[config.mk]
export PLATFORM = sky130hd
export DESIGN_NAME = mem_stage
export DESIGN_NICKNAME = d
export VERILOG_FILES = /design/src/rtl/riscv_pkg.sv /design/src/rtl/load_store_align.sv /design/src/rtl/mem_stage.sv
export SDC_FILE = /design/constraint.sdc
export NUM_CORES = 1
export LEC_CHECK = 0
export ABC_AREA = 0
export CAP_MARGIN = 20
export CORE_MARGIN = 1
export CORE_UTILIZATION = 39
export CTS_CLUSTER_DIAMETER = 80
export DETAILED_ROUTE_END_ITERATION = 8
export HOLD_SLACK_MARGIN = 0.15
export PLACE_DENSITY = 0.76
export SLEW_MARGIN = 30
export SYNTH_ARGS = -nofsm -noshare
export SYNTH_HDL_FRONTEND = slang
export SYNTH_SLANG_ARGS = --single-unit
[constraint.sdc]
create_clock -name clk -period 1.8 [get_ports clk]
set_input_delay 0.36 -clock clk [delete_from_list [all_inputs] [get_ports clk]]
set_output_delay 0.36 -clock clk [all_outputs]
set_load 0.1 [all_outputs]
[src/rtl/riscv_pkg.sv]
// Shared RV32I definitions used by the memory stage: funct3 encodings,
// the memory FSM state type and the access legality check.
package riscv_pkg;

    localparam logic [2:0] F3_B  = 3'b000;
    localparam logic [2:0] F3_H  = 3'b001;
    localparam logic [2:0] F3_W  = 3'b010;
    localparam logic [2:0] F3_BU = 3'b100;
    localparam logic [2:0] F3_HU = 3'b101;

    typedef enum logic [1:0] {
        IDLE,
        REQ,
        RESP
    } mem_state_t;

    // Known width code with natural alignment for that width.
    function automatic logic access_legal(input logic [2:0] funct3, input logic [1:0] off);
        logic ok;
        case (funct3)
            F3_B, F3_BU: ok = 1'b1;
            F3_H, F3_HU: ok = ~off[0];
            F3_W:        ok = (off == 2'b00);
            default:     ok = 1'b0;
        endcase
        return ok;
    endfunction

endpackage

[src/rtl/load_store_align.sv]
// Combinational lane logic: store strobes/replicated data and
// load byte/half extraction with sign or zero extension.
module load_store_align
    import riscv_pkg::*;
(
    input  logic [2:0]  st_funct3,
    input  logic [1:0]  st_off,
    input  logic [31:0] st_data,
    output logic [3:0]  st_wstrb,
    output logic [31:0] st_wdata,
    input  logic [2:0]  ld_funct3,
    input  logic [1:0]  ld_off,
    input  logic [31:0] ld_rdata,
    output logic [31:0] ld_data
);

    logic [7:0]  lane [4];
    logic [7:0]  ld_byte;
    logic [15:0] ld_half;

    for (genvar gi = 0; gi < 4; gi++) begin : g_lane
        assign lane[gi] = ld_rdata[8*gi +: 8];
    end

    assign ld_byte = lane[ld_off];
    assign ld_half = ld_off[1] ? {lane[3], lane[2]} : {lane[1], lane[0]};

    always_comb begin
        st_wstrb = 4'b0000;
        st_wdata = 32'h0;
        case (st_funct3)
            F3_B, F3_BU: begin
                st_wstrb = 4'b0001 << st_off;
                st_wdata = {4{st_data[7:0]}};
            end
            F3_H, F3_HU: begin
                st_wstrb = 4'b0011 << st_off;
                st_wdata = {2{st_data[15:0]}};
            end
            F3_W: begin
                st_wstrb = 4'b1111;
                st_wdata = st_data;
            end
            default: ;
        endcase
    end

    always_comb begin
        ld_data = ld_rdata;
        case (ld_funct3)
            F3_B:    ld_data = {{24{ld_byte[7]}}, ld_byte};
            F3_BU:   ld_data = {24'h0, ld_byte};
            F3_H:    ld_data = {{16{ld_half[15]}}, ld_half};
            F3_HU:   ld_data = {16'h0, ld_half};
            default: ld_data = ld_rdata;
        endcase
    end

endmodule

[src/rtl/mem_stage.sv]
// RV32I memory-access stage: drives a req/ready + rvalid data bus,
// formats loads/stores and stalls the pipeline while a transaction is open.
module mem_stage
    import riscv_pkg::*;
#(
    parameter int ADDR_WIDTH = 32
) (
    input  logic                  clk,
    input  logic                  resetn,
    input  logic                  mem_read_in,
    input  logic                  mem_write_in,
    input  logic [2:0]            funct3_in,
    input  logic [31:0]           alu_result_in,
    input  logic [31:0]           write_data_in,
    output logic [31:0]           read_data_out,
    output logic                  stall_out,
    output logic                  fault_out,
    output logic                  dmem_req,
    output logic                  dmem_we,
    output logic [ADDR_WIDTH-1:0] dmem_addr,
    output logic [3:0]            dmem_wstrb,
    output logic [31:0]           dmem_wdata,
    input  logic                  dmem_ready,
    input  logic [31:0]           dmem_rdata,
    input  logic                  dmem_rvalid
);

    mem_state_t            state_reg, state_next;
    logic                  req_reg, we_reg;
    logic [ADDR_WIDTH-1:0] addr_reg;
    logic [3:0]            wstrb_reg;
    logic [31:0]           wdata_reg;
    logic [2:0]            funct3_reg;
    logic [1:0]            off_reg;
    logic [31:0]           hold_reg;

    logic        mem_op, legal;
    logic [3:0]  st_wstrb;
    logic [31:0] st_wdata, ld_data;

    assign mem_op = mem_read_in | mem_write_in;
    assign legal  = mem_op & access_legal(funct3_in, alu_result_in[1:0]);

    load_store_align u_align (
        .st_funct3 (funct3_in),
        .st_off    (alu_result_in[1:0]),
        .st_data   (write_data_in),
        .st_wstrb  (st_wstrb),
        .st_wdata  (st_wdata),
        .ld_funct3 (funct3_reg),
        .ld_off    (off_reg),
        .ld_rdata  (dmem_rdata),
        .ld_data   (ld_data)
    );

    always_ff @(posedge clk) begin
        if (!resetn) state_reg <= IDLE;
        else         state_reg <= state_next;
    end

    always_comb begin
        state_next = state_reg;
        case (state_reg)
            IDLE:    if (legal) state_next = REQ;
            REQ:     if (dmem_ready) state_next = we_reg ? IDLE : RESP;
            RESP:    if (dmem_rvalid) state_next = IDLE;
            default: state_next = IDLE;
        endcase
    end

    always_comb begin
        stall_out     = 1'b0;
        fault_out     = 1'b0;
        read_data_out = hold_reg;
        case (state_reg)
            IDLE: begin
                fault_out = mem_op & ~legal;
                stall_out = legal;
            end
            // A write finishes on its handshake; a read always waits for RESP.
            REQ:  stall_out = ~(we_reg & dmem_ready);
            RESP: begin
                stall_out = ~dmem_rvalid;
                if (dmem_rvalid) read_data_out = ld_data;
            end
            default: ;
        endcase
    end

    always_ff @(posedge clk) begin
        if (!resetn) begin
            req_reg    <= 1'b0;
            we_reg     <= 1'b0;
            addr_reg   <= '0;
            wstrb_reg  <= 4'b0000;
            wdata_reg  <= 32'h0;
            funct3_reg <= 3'b000;
            off_reg    <= 2'b00;
            hold_reg   <= 32'h0;
        end else begin
            case (state_reg)
                IDLE: if (legal) begin
                    req_reg    <= 1'b1;
                    we_reg     <= mem_write_in;
                    addr_reg   <= {alu_result_in[ADDR_WIDTH-1:2], 2'b00};
                    wstrb_reg  <= mem_write_in ? st_wstrb : 4'b0000;
                    wdata_reg  <= mem_write_in ? st_wdata : 32'h0;
                    funct3_reg <= funct3_in;
                    off_reg    <= alu_result_in[1:0];
                end
                REQ:  if (dmem_ready) req_reg <= 1'b0;
                RESP: if (dmem_rvalid) hold_reg <= ld_data;
                default: ;
            endcase
        end
    end

    assign dmem_req   = req_reg;
    assign dmem_we    = we_reg;
    assign dmem_addr  = addr_reg;
    assign dmem_wstrb = wstrb_reg;
    assign dmem_wdata = wdata_reg;

endmodule

==> impl_metrics.tcl <==
set metrics [dict create \
    synth_flop_cell "dfxtp_1" \
    final_util_pct 77.1 \
    std_cell_rows 41 \
    cp_max_fo 7 \
    cts.path.max_buffers 2 \
    setup_viol 37 \
    syn_area_mm2 0.00518 \
    maxCapViolCount 0 \
    synth_cell_types 44 \
    max_slew.worst_pin.slew_ns 0.546 \
    multiInputGateArea_mm2 0.00331 \
    drc 0 \
    dieArea_mm2 0.0138 \
    finalNetCount 971 \
    vias 5712 \
    violations "setup timing" \
    holdCritPathClass "register to register" \
    die_h_um 117 \
    cts_buffers 9 \
    wire_per_inst_um 18.0 \
    finalInstanceArea_mm2 0.00985 \
    netlist_top_cells_area "dfxtp_1, nand2_1, a21boi_0, a32oi_1, nor2b_1" \
    routabilityCongestion 0.892 \
    grt_pass1_wl_um 30000 \
    place_area_mm2 0.00929 \
    drt_wl_total_um 18800 \
    rsz0062_at_grt "yes" \
    powerDensity_mw_per_mm2 675 \
    fillers 816 \
    initial_utilization_pct 40.6 \
    status "finished, violations left" \
    irDropWorstVdd_mv 0.622 \
    fmax_ghz 0.417 \
    leakagePower_nw 3.58 \
    drive_gt1_share_pct 32.1 \
    post-route-period-util_pct 133 \
    ys_ff_latch 107 \
    clock-sinks 107 \
    synth_edf_count 0 \
    arrival_ns 2.04 \
    yosys.area.top_type "dfxtp_1" \
    period_needed_ns 2.40 \
    ys_seq_area_share_pct 41.3 \
    viasPerCell 5.47 \
    antenna_found_initial 1 \
    worst-setup-path-type "register to primary output" \
    path_clk_slew_ns 0.07 \
    synthArstFlopShare_pct 0 \
    grt_pass1_vias 5706 \
    yosysTopAreaCellShare_pct 41.3 \
    grt_max_degree 61 \
    drt_pre_antenna_iters 5 \
    die_x_um 117 \
    crit_required_ns 1.44 \
    io_buffer_count 206 \
    syn_area_per_cell_um2 8.23 \
    slew_violations 0 \
    grt_util_all_layers_pct 27.3 \
    coreArea_mm2 0.0128 \
    crit_path_end_kind "primary output" \
    start_kind "register" \
    finalHoldViolations 0 \
    fin_hold_ws_ns 0.500 \
    slew_headroom_pct 63.6 \
    clkLatencyLatePin_ns 0.35 \
    fin_skew_ns 0.00947 \
    cts_tree "yes" \
    dp_hpwl_um 13600 \
    ant_nets 0 \
    cts_root_buffer "clkbuf_16" \
    layout_setup_ws_ns -0.599 \
    ff_latch_area_mm2 0.00216 \
    yosysWarnings 0 \
    overflow 0 \
    pin_count 209 \
    drt_iter0_drc 346 \
    area_growth_pct 90.1 \
    htreeDepth 3 \
    synthCells 630 \
]
## final cells by class
class,count,area share [%]
Clock buffer,11,2.46
Tap cell,172,2.18
Antenna cell,1,0.0254
Multi-Input combinational cell,459,33.6
Inverter,6,0.229
Clock inverter,5,0.381
Sequential cell,107,21.9
Timing Repair Buffer,283,39.2
## critical path: stages, from the launching register on
cell	delay, ns
dfxtp_4	0.39
mux4_2	0.54
a211oi_4	0.29
buf_12	0.19
a211oi_4	0.08
buf_12	0.19
## per-stage QoR
stage	TNS (ns)	std cells	power [mW]	setup slack (ns)
final	-17.76	1044	6.65	-0.599
after CTS	-18.92	1041	6.66	-0.643
after floorplan	-15.51	631	3.80	-0.624
after global routing	-20.38	1044	6.87	-0.671
after detailed placement	-52.23	1014	4.73	-0.658
after global placement	-46.17	1014	4.70	-0.632
## worst paths after layout
path	startpoint	endpoint	slack, ns	cells past startpoint
setup / recovery	off_reg[1]$_SDFFE_PN0P_	read_data_out[14]	-0.60	5
hold / removal	dmem_addr[13]$_SDFFE_PN0P_	dmem_addr[13]$_SDFFE_PN0P_	0.50	2
setup reg to reg	off_reg[1]$_SDFFE_PN0P_	hold_reg[12]$_SDFF_PN0_	-0.08	6
hold reg to reg	dmem_addr[13]$_SDFFE_PN0P_	dmem_addr[13]$_SDFFE_PN0P_	0.50	2
## power breakdown
| group | internal [mW] | total [mW] | switching [mW] |
|---|---|---|---|
| clock | 0.983 | 1.90 | 0.920 |
| sequential | 2.45 | 2.54 | 0.0891 |
| combinational | 0.908 | 2.20 | 1.30 |
## repair_timing
item | in CTS | in global routing
gates cloned | 2 | 0
hold buffers | 0 | 0
buffers inserted | 10 | 6
endpoints found under the setup margin | 102 | 44
pin swaps | 29 | 14
resized for setup | 45 | 15
## cells by family after synthesis
family          synth area share, %
simple gates                   24.3
compound gates                 26.3
flops                          41.3
buf+inv                        5.04
mux                            2.94
other cells                  0.0723
## layer usage
layer  global-route usage, %  part of all wire (%)  vias to the layer above
met5                       0                     0                        -
met4                    12.0                   2.5                        0
met3                    7.54                   8.2                       31
met2                    45.5                    50                      239
met1                    32.5                    39                     2745
li1                        -                     -                     2697
## cell usage after synthesis (2+ instances only)
| cell | count |
|---|---|
| nand2_1 | 122 |
| dfxtp_1 | 107 |
| clkbuf_1 | 46 |
| a21boi_0 | 44 |
| a21oi_1 | 36 |
| nor2_1 | 32 |
| nor2b_1 | 29 |
| nand2b_1 | 28 |
| a32oi_1 | 25 |
| o21ai_0 | 20 |
| o221ai_1 | 18 |
| a211oi_1 | 17 |
| and2_1 | 10 |
| nand3b_1 | 10 |
| a31o_2 | 9 |
| mux2_2 | 8 |
| nor3b_1 | 8 |
| o211ai_1 | 8 |
| buf_2 | 7 |
| inv_1 | 6 |
| o32a_1 | 5 |
| mux2i_1 | 4 |
| buf_1 | 3 |
| nor3_1 | 3 |
| and3_1 | 2 |
| buf_4 | 2 |
| nand3_1 | 2 |
| o31ai_1 | 2 |
| or3b_2 | 2 |
## placed cells by master (no fill, tap or decap), drive strengths merged, types with 3 or more instances in the layout
master / count
nand3b: 10
a32oi: 25
nand2b: 28
a21boi: 44
mux2i: 4
o221ai: 18
inv: 7
dfxtp: 107
clkbuf: 12
o32a: 5
nand2: 122
mux2: 8
and2: 10
a211oi: 18
a31o: 9
dlygate4sd2: 11
clkdlybuf4s50: 91
buf: 179
nor3: 3
o211ai: 8
nor3b: 9
nor2: 32
nor2b: 29
o21ai: 20
a21oi: 36
Power figures use the tool's default switching activity.
